--- src/rtl/pipeline_hazard_controller.sv ---
// ---------------------------------------------------------------------------
// pipeline_hazard_controller
//
// Central hazard/stall controller for the 5-stage MIPS pipeline.
//   * Forwarding selects for the Execute ALU operands and the Decode branch
//     comparator.
//   * Load-use and branch-operand interlocks (stall F/D, bubble into D/E).
//   * Wait-state FSM that holds the whole front of the pipeline while a
//     multi-cycle data-memory access completes, with a timeout that aborts
//     a hung access (bubble into M/W, sticky MemErr).
//
// Optional feature macro: STALL_PERF_CNT_EN
//   defined   -> StallCycles counts clocks with StallF=1 (saturating)
//   undefined -> StallCycles is constant zero, no counter flops
//
// Ports:
//   CLK, RST                      clock, asynchronous active-low reset
//   RsD, RtD                      source registers in Decode
//   RsE, RtE                      source registers in Execute
//   WriteRegE/M/W                 destination register per stage
//   RegWriteE/M/W                 register-write flag per stage
//   MemtoRegE, MemtoRegM          load in Execute / Memory
//   BranchD                       branch resolving in Decode
//   MemReqM, MemReadyM            data-memory request / completion
//   StallF/D/E/M                  hold enables for PC, F/D, D/E, E/M
//   FlushE, FlushW                bubble into D/E, M/W
//   ForwardAE, ForwardBE          00 regfile, 01 from W, 10 from M
//   ForwardAD, ForwardBD          branch operand from ALUOutM
//   MemErr                        sticky data-memory timeout flag
//   StallCycles                   stall performance counter
// ---------------------------------------------------------------------------
module pipeline_hazard_controller #(
  parameter int REG_ADDR_WIDTH = 5,
  parameter int MEM_TIMEOUT    = 16,
  parameter int CNT_WIDTH      = 5
) (
  input  logic                      CLK,
  input  logic                      RST,
  input  logic [REG_ADDR_WIDTH-1:0] RsD,
  input  logic [REG_ADDR_WIDTH-1:0] RtD,
  input  logic [REG_ADDR_WIDTH-1:0] RsE,
  input  logic [REG_ADDR_WIDTH-1:0] RtE,
  input  logic [REG_ADDR_WIDTH-1:0] WriteRegE,
  input  logic [REG_ADDR_WIDTH-1:0] WriteRegM,
  input  logic [REG_ADDR_WIDTH-1:0] WriteRegW,
  input  logic                      RegWriteE,
  input  logic                      RegWriteM,
  input  logic                      RegWriteW,
  input  logic                      MemtoRegE,
  input  logic                      MemtoRegM,
  input  logic                      BranchD,
  input  logic                      MemReqM,
  input  logic                      MemReadyM,
  output logic                      StallF,
  output logic                      StallD,
  output logic                      StallE,
  output logic                      StallM,
  output logic                      FlushE,
  output logic                      FlushW,
  output logic [1:0]                ForwardAE,
  output logic [1:0]                ForwardBE,
  output logic                      ForwardAD,
  output logic                      ForwardBD,
  output logic                      MemErr,
  output logic [31:0]               StallCycles
);

  localparam logic [CNT_WIDTH-1:0] TIMEOUT_CNT = CNT_WIDTH'(MEM_TIMEOUT);

  typedef enum logic [1:0] {
    ST_IDLE  = 2'd0,
    ST_WAIT  = 2'd1,
    ST_ABORT = 2'd2
  } state_t;

  state_t                 state_reg;
  logic [CNT_WIDTH-1:0]   cnt_reg;
  logic                   mem_err_reg;
  logic                   flush_w_reg;

  // Index 0 = Rs operand, index 1 = Rt operand.
  logic [REG_ADDR_WIDTH-1:0] src_d [2];
  logic [REG_ADDR_WIDTH-1:0] src_e [2];
  logic [1:0]                fwd_e [2];
  logic                      fwd_d [2];
  logic                      match_de [2];  // Decode source vs WriteRegE
  logic                      match_dm [2];  // Decode source vs WriteRegM

  assign src_d[0] = RsD;
  assign src_d[1] = RtD;
  assign src_e[0] = RsE;
  assign src_e[1] = RtE;

  // Register 0 is hard-wired to zero, so a zero source address never
  // matches anything: no forward and no interlock for it.
  genvar gi;
  generate
    for (gi = 0; gi < 2; gi++) begin : g_operand
      logic src_e_nz;
      logic src_d_nz;

      assign src_e_nz = (src_e[gi] != '0);
      assign src_d_nz = (src_d[gi] != '0);

      // Memory stage holds the younger result, so it wins over Writeback.
      assign fwd_e[gi] = (src_e_nz && RegWriteM && (WriteRegM == src_e[gi])) ? 2'b10 :
                         (src_e_nz && RegWriteW && (WriteRegW == src_e[gi])) ? 2'b01 :
                                                                               2'b00;

      assign match_de[gi] = src_d_nz && (WriteRegE == src_d[gi]);
      assign match_dm[gi] = src_d_nz && (WriteRegM == src_d[gi]);
      assign fwd_d[gi]    = RegWriteM && match_dm[gi];
    end
  endgenerate

  assign ForwardAE = fwd_e[0];
  assign ForwardBE = fwd_e[1];
  assign ForwardAD = fwd_d[0];
  assign ForwardBD = fwd_d[1];

  logic lwstall;
  logic brstall;
  logic memstall;
  logic hazstall;

  assign lwstall = MemtoRegE && (match_de[0] || match_de[1]);
  assign brstall = BranchD &&
                   ((RegWriteE && (match_de[0] || match_de[1])) ||
                    (MemtoRegM && (match_dm[0] || match_dm[1])));

  // The stall is combinational on MemReadyM so it drops in the very cycle
  // the memory completes; an N-cycle access therefore costs N-1 stalls.
  // Qualifying with RST lets the stalls fall the moment reset asserts.
  assign memstall = RST &&
                    (((state_reg == ST_IDLE) && MemReqM && !MemReadyM) ||
                     ((state_reg == ST_WAIT) && !MemReadyM && (cnt_reg < TIMEOUT_CNT)));

  // A memory hold freezes everything, so the load-use/branch bubble must
  // not be injected underneath it.
  assign hazstall = RST && !memstall && (lwstall || brstall);

  assign StallF = memstall || hazstall;
  assign StallD = memstall || hazstall;
  assign StallE = memstall;
  assign StallM = memstall;
  assign FlushE = hazstall;
  assign FlushW = flush_w_reg;
  assign MemErr = mem_err_reg;

  // Wait-state FSM. flush_w_reg is raised on the WAIT->ABORT edge so it is
  // high for exactly the ABORT cycle.
  always_ff @(posedge CLK or negedge RST) begin
    if (!RST) begin
      state_reg   <= ST_IDLE;
      cnt_reg     <= '0;
      mem_err_reg <= 1'b0;
      flush_w_reg <= 1'b0;
    end else begin
      flush_w_reg <= 1'b0;
      case (state_reg)
        ST_IDLE: begin
          if (MemReqM && !MemReadyM) begin
            state_reg <= ST_WAIT;
            cnt_reg   <= CNT_WIDTH'(1);
          end
        end
        ST_WAIT: begin
          if (MemReadyM) begin
            state_reg <= ST_IDLE;
            cnt_reg   <= '0;
          end else if (cnt_reg >= TIMEOUT_CNT) begin
            state_reg   <= ST_ABORT;
            flush_w_reg <= 1'b1;
          end else begin
            cnt_reg <= cnt_reg + CNT_WIDTH'(1);
          end
        end
        ST_ABORT: begin
          mem_err_reg <= 1'b1;
          state_reg   <= ST_IDLE;
          cnt_reg     <= '0;
        end
        default: begin
          state_reg <= ST_IDLE;
          cnt_reg   <= '0;
        end
      endcase
    end
  end

`ifdef STALL_PERF_CNT_EN
  logic [31:0] stall_cycles_reg;

  always_ff @(posedge CLK or negedge RST) begin
    if (!RST) begin
      stall_cycles_reg <= 32'd0;
    end else if (StallF && (stall_cycles_reg != 32'hFFFF_FFFF)) begin
      stall_cycles_reg <= stall_cycles_reg + 32'd1;
    end
  end

  assign StallCycles = stall_cycles_reg;
`else
  assign StallCycles = 32'd0;
`endif

endmodule

--- config.mk ---
export PLATFORM = sky130hd
export DESIGN_NAME = pipeline_hazard_controller
export DESIGN_NICKNAME = d
export VERILOG_FILES = /design/src/rtl/pipeline_hazard_controller.sv
export SDC_FILE = /design/constraint.sdc
export NUM_CORES = 1
export LEC_CHECK = 0
export BUFFER_PORTS_ARGS = -buffer_cell sky130_fd_sc_hd__buf_2
export CAP_MARGIN = 10
export CORE_ASPECT_RATIO = 0.9
export CORE_MARGIN = 2
export CORE_UTILIZATION = 45
export CTS_BUF_LIST = sky130_fd_sc_hd__clkbuf_4 sky130_fd_sc_hd__clkbuf_8
export DETAILED_ROUTE_END_ITERATION = 10
export MAX_ROUTING_LAYER = met4
export PLACE_DENSITY = 0.86
export SLEW_MARGIN = 5
export SYNTH_ARGS = -nofsm -noshare
export SYNTH_HDL_FRONTEND = slang
export SYNTH_SLANG_ARGS = --single-unit
--- constraint.sdc ---
create_clock -name CLK -period 2.55 [get_ports CLK]
set_input_delay 0.1275 -clock CLK [delete_from_list [all_inputs] [get_ports CLK]]
set_output_delay 0.1275 -clock CLK [all_outputs]
set_load 0.01 [all_outputs]
==> impl_results.md <==
- # diodes: 0
- Root buffer cell: clkbuf_4
- Layout cell share with drive strength beyond 1: between 30 and 40%
- Max Clock Freq: between 0.5 and 0.6 GHz
- CP required: 2.42 ns
- Status: completed
- Crit path from: state_reg[0]$_DFFE_PN0P_
- Largest net degree at the start of global routing: 11
- Post-synthesis sequential area ratio: around 17%
- Post-synth EDFFs: 0
- Top cell type's share of synthesized area: 20.2%
- Hold path depth: 2
- Cells on worst reg2reg path: 5
- Synth top area cells: xnor2_1, buf_4, dfrtp_1
- Async SR Flop Fraction: between 90% and 100%
- Peak supply drop: between 100 and 150 µV
- WL final: ~2800 µm
- Post-synth cell types: 33
- Max-cap viol count: 0
- Synth warn: 0
- Global route overflow: 0
- Die ar.: about 3300 µm²
- Final Hold Viols: 0
- Total CTS buffers: 3
- GRT Total Usage: 18.2%
- Clock-pin slew on the worst setup and hold paths: 0.06 ns
- WL/cell: about 11 µm
- First-pass GRT wire length: between 4000 and 5000 µm
- Unrepaired setup endpoints after global routing: no
- Worst-Skew Late Latency: between 0.2 and 0.3 ns
- Fin crit period: roughly 1.8 ns
- DR vias/cell: 4.50
- Die Y-Extent: ~55 µm
- R2R Path Start: state_reg[0]$_DFFE_PN0P_
- Final instance area: between 1500 and 2000 µm²
- CTS tree: done
- Starting Density: ~47%
- Initial antenna violation count: 0
- Placed Area: 1490 µm²
- Fin Setup TNS: 0 ns
- Max-slew violation count: 0
- Static leakage: approximately 0.72 nW
- Most frequent cell after synthesis: buf_4
- Crit path launch type: flip-flop
- Final count of negative-setup-slack endpoints: 0
- Final worst-path cycle share: between 60% and 70%
- Postcts setup bufs: 0
- DRC errors left: 0
- R2R setup slack: between 1 and 1.5 ns
- Most instantiated cells after synthesis: buf_4, xnor2_1, xor2_1
- Max FFs per register: 5
- Biggest area consumer among synthesized cells: xnor2_1
- DP HPWL: 2510 µm
- #FFs+latches synth: 9
- Core ar.: ~2700 µm²
- Global placer's final weighted congestion: 0.839
- DR vias: roughly 1100
- Io pins: 90
- Crit path to: StallF
- CP endpoint kind: output pin
- Worst Path Max Fanout: 7
- Most frequently used flop master after synthesis: dfrtp_1
- Clock Sinks: 9
- Pre-Repair DR Iteration Count: 4
- # rows: 18
- Syn Std Cell Area: roughly 1300 µm²
- R2R Path End: cnt_reg[2]$_DFFE_PN0P_
- Htree depth: 1
- Hold crit path type: in -> reg
- IO Port Bufs: 57
- Cells after synthesis: between 150 and 200
- Die W: between 60 and 70 µm
- Detail Route Antenna Nets: 0
- Fin Clk Skew: around 0.0035 ns
- Final #Nets: about 260
- Critical setup path kind: reg -> out
- Pwr/cell area: between 300 and 400 nW/µm²
- Syn Area/Cell: between 8 and 9 µm²
- Area grow syn2layout: 17.3%
- Crit path DAT: about 1.6 ns
- Clock buffer depth: 2
- Initial DRC Count: 16
- Vias in the first global route: 1023
worst min-delay path by stage:
stage / start / endpoint
after global routing: MemReadyM / FlushW$_DFF_PN0_
after floorplan: RST / FlushW$_DFF_PN0_
after detailed placement: RST / cnt_reg[1]$_DFFE_PN0P_
after CTS: MemReadyM / FlushW$_DFF_PN0_
final: MemReadyM / FlushW$_DFF_PN0_
after global placement: RST / cnt_reg[1]$_DFFE_PN0P_
cell families after synthesis:
logic type,count (synthesis),share of synthesized area (%)
flip-flops,9,17.3
AND/OR/NAND/NOR,44,23.4
AO/OA/AOI/OAI,16,8.16
adder cells (fa/ha/maj),1,0.960
buffers and inverters,41,21.6
XOR/XNOR,42,28.2
other,1,0.288
where the power goes:
| group | total, mW | leakage (nW) | switching, mW | internal, mW |
|---|---|---|---|---|
| logic | 0.203 | 0.587 | 0.114 | 0.0890 |
| registers | 0.163 | 0.118 | 0.0105 | 0.153 |
| clock network | 0.116 | 0.0184 | 0.0455 | 0.0706 |
| total | 0.482 | 0.724 | 0.170 | 0.312 |
area by class of cell:
cell class,count,area (µm²)
Inverter,4,15.0
Tap cell,40,50.0
Multi-Input combinational cell,135,912
Timing Repair Buffer,58,295
Sequential cell,9,225
Clock buffer,4,30.0
Fill cell,276,1220
cells in the final DEF, fill, tap and decap left out, types with 2 or more instances in the layout:
cell type / count
nor2_4: 2
nand3_1: 8
nor4_2: 6
nor3_1: 2
dfrtp_1: 9
and2_1: 2
nand2_1: 3
a21oi_1: 3
inv_1: 4
nor2_1: 6
nand4_1: 4
xnor2_1: 30
nor2_2: 2
o21ai_0: 3
conb_1: 32
buf_2: 57
or4_4: 3
nor4_1: 2
a21o_1: 2
a31oi_1: 2
clkbuf_4: 4
xor2_1: 12
per-layer routing:
| layer | share of wire [%] | track usage [%] | up-vias |
|---|---|---|---|
| li1 | - | - | 572 |
| met1 | 43 | 22.2 | 502 |
| met2 | 49 | 29.6 | 47 |
| met3 | 6.5 | 4.42 | 4 |
| met4 | 1.5 | 6.52 | 0 |
| met5 | 0 | - | - |
metrics by stage:
stage | setup WS, ns | util (%) | total power [mW] | instances | hold WS, ns
floorplan | 1.04 | - | 0.323 | 185 | -0.168
global route | 0.727 | 55.6 | 0.525 | 250 | 0.129
finish | 0.789 | 55.6 | 0.482 | 250 | 0.138
CTS | 0.789 | 55.6 | 0.488 | 250 | 0.129
detailed placement | 0.970 | 54.1 | 0.367 | 245 | -0.00593
global placement | 1.00 | 54.1 | 0.362 | 245 | -0.00864
critical path, stage by stage, from the launching register on:
cell	delay (ns)
dfrtp_1	0.44
nand2_1	0.14
o21ai_0	0.09
or3_1	0.35
a31oi_1	0.18
buf_2	0.18
repair_timing:
action | CTS | global route
gates resized for setup | 0 | 0
hold buffers | 1 | 0
hold endpoints to repair | 9 | 0
Note: power is estimated with default switching activity, not from simulation.
